--- src/rtl/rs_pkg.sv ---
// rtl/rs_pkg.sv - shared RS(15,11) GF(16) constants and decoder stage states
package rs_pkg;
  localparam int GF_W    = 4;
  localparam int RS_N    = 15;
  localparam int RS_K    = 11;
  localparam int RS_NSYN = 4;

  // alpha^j for j = 1..4 under x^4+x+1
  localparam logic [GF_W-1:0] ALPHA_POW [1:4] = '{4'd2, 4'd4, 4'd8, 4'd3};

  typedef logic [0:0] rs_state_t;
  localparam rs_state_t ST_IDLE = 1'b0;
  localparam rs_state_t ST_ACC  = 1'b1;
endpackage

--- src/rtl/full_GF_mult.sv ---
// rtl/full_GF_mult.sv - combinational GF(16) multiplier, polynomial x^4+x+1
module full_GF_mult (
  input  logic [3:0] a,
  input  logic [3:0] b,
  output logic [3:0] p
);
  logic [3:0] acc;
  logic [3:0] sh;

  // shift-and-add; each shift reduces by x^4 = x + 1
  always_comb begin
    acc = 4'd0;
    sh  = a;
    for (int i = 0; i < 4; i++) begin
      if (b[i]) acc = acc ^ sh;
      sh = {sh[2:0], 1'b0} ^ {2'b00, sh[3], sh[3]};
    end
    p = acc;
  end
endmodule

--- src/rtl/rs_syn_cell.sv ---
// rtl/rs_syn_cell.sv - one Horner cell accumulating r(alpha^j)
module rs_syn_cell
  import rs_pkg::*;
#(
  parameter logic [GF_W-1:0] ALPHA = 4'd2
) (
  input  logic            clk,
  input  logic            rst_n,
  input  logic            load,
  input  logic            step,
  input  logic [GF_W-1:0] sym,
  output logic [GF_W-1:0] acc,
  output logic [GF_W-1:0] next
);
  logic [GF_W-1:0] prod;

  full_GF_mult u_mult (
    .a (acc),
    .b (ALPHA),
    .p (prod)
  );

  assign next = prod ^ sym;

  always_ff @(posedge clk) begin
    if (!rst_n) begin
      acc <= '0;
    end else if (load) begin
      acc <= sym;
    end else if (step) begin
      acc <= next;
    end
  end
endmodule

--- src/rtl/rs_syndrome_calc.sv ---
// rtl/rs_syndrome_calc.sv - RS(15,11) syndrome stage: serial symbols in, S1..S4 out
module rs_syndrome_calc
  import rs_pkg::*;
#(
  parameter int N_SYM = 15,
  parameter int N_SYN = 4
) (
  input  logic       clk,
  input  logic       rst_n,
  input  logic       in_valid,
  input  logic       in_sop,
  input  logic [3:0] in_sym,
  output logic       in_ready,
  output logic       out_valid,
  input  logic       out_ready,
  output logic [3:0] syn1,
  output logic [3:0] syn2,
  output logic [3:0] syn3,
  output logic [3:0] syn4,
  output logic       syn_nonzero,
  output logic       sop_err
);
  localparam logic [3:0] LAST = 4'(N_SYM - 1);

  logic [3:0]      cnt;
  rs_state_t       state;
  logic [GF_W-1:0] nxt   [1:N_SYN];
  logic [GF_W-1:0] acc   [1:N_SYN];
  logic [GF_W-1:0] syn_q [1:N_SYN];
  logic            xfer, sop_xfer, step, final_xfer, drop, any_nz;

  // only the last symbol of a codeword must wait for a pending set
  assign in_ready   = ~(out_valid & ~out_ready & (cnt == LAST));
  assign xfer       = in_valid & in_ready;
  assign sop_xfer   = xfer & in_sop;
  assign step       = xfer & ~in_sop & (state == ST_ACC);
  assign final_xfer = step & (cnt == LAST);
  assign drop       = xfer & ~in_sop & (state == ST_IDLE);

  for (genvar j = 1; j <= N_SYN; j++) begin : g_cell
    rs_syn_cell #(.ALPHA(ALPHA_POW[j])) u_cell (
      .clk   (clk),
      .rst_n (rst_n),
      .load  (sop_xfer),
      .step  (step),
      .sym   (in_sym),
      .acc   (acc[j]),
      .next  (nxt[j])
    );
  end

  always_comb begin
    any_nz = 1'b0;
    for (int j = 1; j <= N_SYN; j++) any_nz = any_nz | (|nxt[j]);
  end

  always_ff @(posedge clk) begin
    if (!rst_n) begin
      cnt         <= '0;
      state       <= ST_IDLE;
      out_valid   <= 1'b0;
      syn_nonzero <= 1'b0;
      sop_err     <= 1'b0;
      for (int j = 1; j <= N_SYN; j++) syn_q[j] <= '0;
    end else begin
      sop_err <= drop;
      if (sop_xfer) begin
        cnt   <= 4'd1;
        state <= ST_ACC;
      end else if (final_xfer) begin
        cnt   <= '0;
        state <= ST_IDLE;
      end else if (step) begin
        cnt <= cnt + 4'd1;
      end
      if (final_xfer) begin
        out_valid   <= 1'b1;
        syn_nonzero <= any_nz;
        for (int j = 1; j <= N_SYN; j++) syn_q[j] <= nxt[j];
      end else if (out_ready) begin
        out_valid <= 1'b0;
      end
    end
  end

  assign syn1 = syn_q[1];
  assign syn2 = syn_q[2];
  assign syn3 = syn_q[3];
  assign syn4 = syn_q[4];
endmodule

--- config.mk ---
export PLATFORM = sky130hd
export DESIGN_NAME = rs_syndrome_calc
export DESIGN_NICKNAME = d
export VERILOG_FILES = /design/src/rtl/rs_pkg.sv /design/src/rtl/full_GF_mult.sv /design/src/rtl/rs_syn_cell.sv /design/src/rtl/rs_syndrome_calc.sv
export SDC_FILE = /design/constraint.sdc
export NUM_CORES = 1
export LEC_CHECK = 0
export ABC_AREA = 1
export BUFFER_PORTS_ARGS = -buffer_cell sky130_fd_sc_hd__buf_2
export CORE_ASPECT_RATIO = 1.25
export CORE_UTILIZATION = 50
export CTS_BUF_LIST = sky130_fd_sc_hd__clkbuf_16
export CTS_CLUSTER_DIAMETER = 150
export DETAILED_ROUTE_END_ITERATION = 12
export HOLD_SLACK_MARGIN = 0.15
export PLACE_DENSITY_LB_ADDON = 0.15
export SYNTH_ARGS = -nofsm -noshare
export SYNTH_HDL_FRONTEND = slang
export SYNTH_SLANG_ARGS = --single-unit
--- constraint.sdc ---
create_clock -name clk -period 2.16 [get_ports clk]
set_input_delay 0.108 -clock clk [delete_from_list [all_inputs] [get_ports clk]]
set_output_delay 0.108 -clock clk [all_outputs]
set_load 0.01 [all_outputs]
==> results of run 1 <==
==> through the flow <==
step	total power, mW	instances	cell area [um2]	hold slack [ns]	utilization (%)
2_1_floorplan	1.03	312	2250	0.187	-
3_3_place_gp	1.09	391	2410	0.423	57.5
3_5_place_dp	1.10	391	2410	0.436	57.5
4_1_cts	1.78	400	2560	0.154	61.0
5_1_grt	1.85	400	2560	0.165	61.1
6_report	1.77	400	2560	0.151	61.1
==> routing by layer <==
metal  global-route usage (%)  vias to the layer above  part of all wire [%]
met2                     35.7                       61                    49
met1                     30.2                      863                    43
li1                         -                     1033                     -
met5                        0                        -                     0
met4                     13.6                        0                   3.7
met3                     5.06                       13                   4.6
==> synth_stat cells <==
cell	number	area, um2
nand2_1	122	458
a21oi_1	11	55.1
buf_6	2	22.5
nor3_1	1	5.00
edfxtp_1	16	480
xnor2_1	2	17.5
nand3_4	1	17.5
nor4_1	1	6.26
nand2_2	3	18.8
nor2_1	34	128
o21ai_2	2	17.5
ha_1	2	25.0
nand2_4	2	22.5
buf_12	1	20.0
inv_1	40	150
dfxtp_1	24	480
nor2_8	1	20.0
nand3b_1	1	7.51
o21ai_0	1	5.00
nand3_1	30	150
nor2_4	11	124
clkbuf_1	3	11.3
inv_4	1	6.26
==> worst register-to-register path, cell delays in order (launching register included) <==
cell     delay (ns)
dfxtp_1        0.34
inv_1          0.07
ha_1           0.19
inv_1          0.09
nor2_4         0.06
a21oi_1        0.26
nand3_1        0.22
buf_4          0.25
o21ai_0        0.15
inv_1          0.06
nor2_1         0.09
==> power by group through the flow <==
| stage | registers [mW] | logic [mW] | clock network (mW) |
|---|---|---|---|
| after floorplan | 0.855 | 0.173 | 0 |
| after global placement | 0.854 | 0.240 | 0 |
| after detailed placement | 0.855 | 0.241 | 0 |
| after CTS | 0.840 | 0.245 | 0.694 |
| after global routing | 0.845 | 0.276 | 0.732 |
| final | 0.840 | 0.245 | 0.682 |
==> flip-flops by register name (all words and copies together) (netlist names) <==
register,cells
cnt,4
g_cell.u_cell.acc,16
out_valid,1
sop_err,1
state,1
syn_nonzero,1
syn_q,16
==> layout make-up <==
type,instances,area [um2],area share [%]
tap,56,70.1,2.73
timing repair buffer,30,158,6.15
sequential,40,961,37.5
multi-input combinational,225,1080,42.2
inverter,41,156,6.10
clock buffer,5,125,4.88
clock inverter,3,11.3,0.439
==> worst max-delay path by stage <==
stage | start | endpoint | slack, ns | depth (start not counted)
floorplan | cnt[0] | cnt[1] | 0.44 | 12
global placement | cnt[0] | cnt[1] | 0.26 | 12
detailed placement | cnt[0] | cnt[3] | 0.17 | 12
CTS | cnt[0] | cnt[3] | 0.16 | 12
global route | cnt[0] | cnt[1] | 0.17 | 12
finish | cnt[0] | cnt[1] | 0.32 | 10
==> what timing repair did <==
action	in CTS	in global routing
endpoints found under the setup margin	0	1
buffers inserted	0	0
gates resized for setup	0	1
hold buffers	1	0
endpoints found under the hold margin	1	0
==> kinds of logic (layout without fill, tap and decap cells) <==
group	Yosys count	after routing	share of synthesized area, %
adder cells (fa/ha/maj)	2	2	1.11
flip-flops	40	40	42.7
AO/OA/AOI/OAI	14	14	3.45
buffers and inverters	47	79	9.35
XOR/XNOR	2	2	0.779
AND/OR/NAND/NOR	207	207	42.6
==> flow_summary.yaml, run 1 <==
power_and_ir_drop:
  internal_power_of_the_cells_mw: 1.31
  swShare_pct: 26.1
  power.share.combinational_pct: 13.9
  power.net_switching_uw: 461
  max-vdd-ir-drop_v: 0.000342
  p_leak_nw: 1.26
  power_frac_seq_pct: 47.5
  power.share.clock_pct: 38.6
  powerDensity_nw_per_um2: 689
sta:
  worst_pin_slew_ns: 0.740
  drv_slew: 0
  totalNegativeSetupSlack_ns: 0
  min_period_over_period_pct: 85.1
  finalSetupViolations: 0
  maxSlewHeadroom_pct: 50.7
  final_hold_viols: 0
  max_clock_freq_mhz: 544
  skew_ns: 0.00375
  post-route-min-period_ns: 1.84
  rsz0062_at_grt: "no"
  final.setup.worst_slack_ns: 0.321
critical_path:
  worst_r2r_startpoint: "cnt[0]"
  worst_ep_required_time_ns: 2.37
  critical_path.top_delay_family: "buffers and inverters"
  timing.critical_path.slowest_stage_cell: "dfxtp_1"
  worst_r2r_path_depth: 10
  crit_top_cell: "inv_1"
  reg2reg_to: "cnt[1]"
  timing.critical_path.fanout_max: 11
  r2r_slack_ns: 0.32
  crit_path_max_incr_delay_ns: 0.34
  setup.worst_path.class: "flip-flop to flip-flop"
  end_kind: "flip-flop"
  crit_path_buf_inv_count: 4
  startpoint_type_of_the_worst_setup_path: "flip-flop"
  worstPathCellList: "inv_1 > ha_1 > inv_1 > nor2_4 > a21oi_1 > nand3_1 > buf_4 > o21ai_0 > inv_1 > nor2_1"
  worstPathArrival_ns: 2.05
place:
  preCtsSetupSlack_ns: 0.170
  buffer_ports.inserted: 28
  post-dp-hpwl_um: 3650
  place_congestion: 0.867
clock_network:
  cts_tree: "done"
  clock_latency_reported_for_the_late_side_of_the_worst_skew_pair_ns: 0.28
  cts_made_buffers: 5
  cts_sinks: 40
  clk_path_buf_depth: 2
  cts.clk_slew.worst_paths_ns: 0.05
  cts_htree_levels: 2
  clk_root_buffer_cell: "clkbuf_16"
synth:
  syn-cell-area_um2: 2250
  synth_fp_nets: 323
  synth-seq-cells: 40
  synth.lib_cells_used.distinct: 23
  synth_area_per_cell_um2: 7.21
  post_synth_inst_count: 312
  synth_seq_area_share_pct: 42.7
  synth_warnings: 0
worst_hold_path:
  worst_hold_startpoint: "in_valid"
  worstHoldEndpoint: "sop_err"
  hold_depth: 3
  holdCritPathClass: "input port to flip-flop"
detailed_routing:
  route.final.wire_length_um: 4960
  postRouteAntennaNets: 0
  wl_per_cell_um: 12.4
  detail_route.vias_per_cell: 4.93
  detailed_routing_iterations_pass_1: 4
  1st_iter_drt_viols: 89
  vias: 1970
  detail_route.drc_violations: 0
grt:
  globalRoute.totalOverflow: 0
  globalRouteTotalUtil_pct: 23.7
  grt_first_pass_wirelength_um: 8120
  vias_in_the_first_global_route: 1739
  grt_antenna_before_repair: 0
  grt_start_max_net_pins: 19
floorplanning:
  floorplan.initialDensity_pct: 53.6
  floorplan_die_height_um: 77.0
  core_um2: 4200
  core.rowCount: 26
  floorplan.die_area_um2: 4770
  die_w_um: 62.0
  design.portCount: 29
cells_and_area:
  most-common-layout-cells: "nand2_1, inv_1, nor2_1, nand3_1, buf_2"
  mostFrequentLayoutCell: "nand2_1"
  antennaDiodeCount: 0
  post_route_cells_drive_above_1_share_pct: 16.0
  nFillCells: 382
  nNetsFinal: 354
  area_growth_syn_to_layout_pct: 14.0
status:
  status: "finished, final reports clean"
job:
  reported_max_cap_violation_count: 0
(Power assumes the default switching activity.)
==> run 2, diff against run 1 <==
--- a/config.mk
+++ b/config.mk
@@ -7,6 +7,7 @@
 export LEC_CHECK = 0
 export ABC_AREA = 1
 export BUFFER_PORTS_ARGS = -buffer_cell sky130_fd_sc_hd__buf_2
+export CAP_MARGIN = 20
 export CORE_ASPECT_RATIO = 1.25
 export CORE_UTILIZATION = 50
 export CTS_BUF_LIST = sky130_fd_sc_hd__clkbuf_16
==> constraint.sdc (replaced) <==
create_clock -name clk -period 2.16 [get_ports clk]
set_input_delay 0.432 -clock clk [delete_from_list [all_inputs] [get_ports clk]]
set_output_delay 0.432 -clock clk [all_outputs]
set_load 0.01 [all_outputs]
==> flow_summary.yaml, run 2 (synthesis gave the netlist of run 1 again) <==
power_and_ir_drop:
  total_power_mw: 1.77
  max-vdd-ir-drop_v: 0.000326
  powerDensity_nw_per_um2: 694
  p_leak_nw: 1.27
job:
  reported_max_cap_violation_count: 0
sta:
  post-route-min-period_ns: 1.92
  skew_ns: 0.00533
  totalNegativeSetupSlack_ns: 0
  final_hold_slack_ns: 0.459
  final.setup.worst_slack_ns: 0.240
  drv_slew: 0
  min_period_over_period_pct: 88.9
  finalSetupViolations: 0
  maxSlewHeadroom_pct: 47.8
  rsz0062_at_grt: "no"
  worst_pin_slew_ns: 0.782
  final_hold_viols: 0
  max_clock_freq_mhz: 521
critical_path:
  startpoint_type_of_the_worst_setup_path: "flip-flop"
  worstPathArrival_ns: 2.10
  timing.critical_path.fanout_max: 18
  crit_path_max_incr_delay_ns: 0.37
  worst_ep_required_time_ns: 2.34
  crit_top_cell: "inv_1"
  end_kind: "flip-flop"
  crit_path_buf_inv_count: 3
  worstPathCellList: "inv_1 > ha_1 > inv_1 > nor2_4 > nand2_2 > nand2_4 > nor2_8 > nand3_4 > nand2_2 > inv_1 > nand2_1 > nor2_1"
  critical_path.top_delay_family: "simple AND/OR/NAND/NOR gates"
  setup.worst_path.class: "flip-flop to flip-flop"
  timing.critical_path.slowest_stage_cell: "nand2_2"
detailed_routing:
  route.final.wire_length_um: 4980
  1st_iter_drt_viols: 148
  vias: 1987
  postRouteAntennaNets: 0
  wl_per_cell_um: 12.4
  detail_route.drc_violations: 0
  detailed_routing_iterations_pass_1: 5
  detail_route.vias_per_cell: 4.97
floorplanning:
  core.rowCount: 26
  core_um2: 4200
  design.portCount: 29
  floorplan_die_height_um: 77.0
  floorplan.die_area_um2: 4770
  floorplan.initialDensity_pct: 53.6
  die_w_um: 62.0
clock_network:
  cts_made_buffers: 5
  clk_path_buf_depth: 2
  cts_hold_buf: 0
  cts_tree: "done"
  cts_htree_levels: 2
  cts_sinks: 40
  clk_root_buffer_cell: "clkbuf_16"
  cts.clk_slew.worst_paths_ns: 0.06
  clock_latency_reported_for_the_late_side_of_the_worst_skew_pair_ns: 0.28
  postCtsResizedCells: 0
  postCtsSetupRepairBufs: 0
grt:
  grt_antenna_before_repair: 0
  grt.met1_usage_pct: 30.0
  grt_util_met2_pct: 39.3
  grt_start_max_net_pins: 19
  vias_in_the_first_global_route: 1868
  grt_util_met3_pct: 5.23
  grt_first_pass_wirelength_um: 8450
  globalRouteTotalUtil_pct: 24.4
  globalRoute.totalOverflow: 0
  most_congested_layer_reported_by_global_routing: "met2"
cells_and_area:
  most-common-layout-cells: "nand2_1, inv_1, nor2_1, nand3_1, buf_2"
  area_growth_syn_to_layout_pct: 13.7
  reg.largest.list: "g_cell.u_cell.acc: 16 flops, syn_q: 16 flops, cnt: 4 flops"
  nFillCells: 404
  nNetsFinal: 354
  mostFrequentLayoutCell: "nand2_1"
  post_route_cells_drive_above_1_share_pct: 16.6
  antennaDiodeCount: 0
place:
  preCtsSetupSlack_ns: 0.212
  post-dp-hpwl_um: 3650
  place_congestion: 0.840
  buffer_ports.inserted: 28
status:
  status: "finished, final reports clean"
worst_hold_path:
  holdCritPathClass: "input port to flip-flop"
-- run 2: changes by cell type in the layout (fill, tap and decap cells not counted), sizes merged --
| cell | change |
|---|---|
| buf | +1 |
| inv | +1 |
| clkinv | -1 |
| dlygate4sd3 | -1 |
-- run 2: metal layers --
metal  part of all wire [%]  up-vias
met1                     42      894
met2                     51       50
met5                      0        -
met3                    4.7       11
li1                       -     1032
met4                    2.4        0
-- run 2: metrics by stage --
step	area [um2]	std cells	utilization [%]
after floorplan	2250	312	-
after global placement	2420	392	57.7
after detailed placement	2420	392	57.7
after CTS	2560	400	60.9
after global routing	2560	400	60.9
final	2560	400	60.9
-- run 2: final cells by class --
| class | instances | area (um2) | share of cell area (%) |
|---|---|---|---|
| Multi-Input combinational cell | 225 | 1080 | 42.1 |
| Sequential cell | 40 | 961 | 37.6 |
| Inverter | 41 | 156 | 6.12 |
| Timing Repair Buffer | 30 | 155 | 6.07 |
| Clock buffer | 5 | 125 | 4.89 |
| Tap cell | 56 | 70.1 | 2.74 |
| Clock inverter | 3 | 11.3 | 0.441 |
-- run 2: path summary, 6_finish.rpt --
check	startpoint	to	slack [ns]	depth (start not counted)
max	cnt[0]	cnt[3]	0.24	12
min	in_sop	sop_err	0.46	2
max reg2reg	cnt[0]	cnt[3]	0.24	12
min reg2reg	syn_nonzero	syn_nonzero	0.48	2
-- run 2: power by group --
group / internal [mW] / leakage, nW / switching (mW)
Combinational: 0.0744 / 0.832 / 0.169
Clock: 0.416 / 0.0728 / 0.275
Sequential: 0.815 / 0.361 / 0.0236
-- run 2: worst register-to-register path, delay by kind of cell (launching register included) --
kind / cells / cell delay (ns)
adder cells (fa/ha/maj): 1 / 0.19
buffers and inverters: 3 / 0.27
flip-flops: 1 / 0.35
AND/OR/NAND/NOR: 8 / 1.00
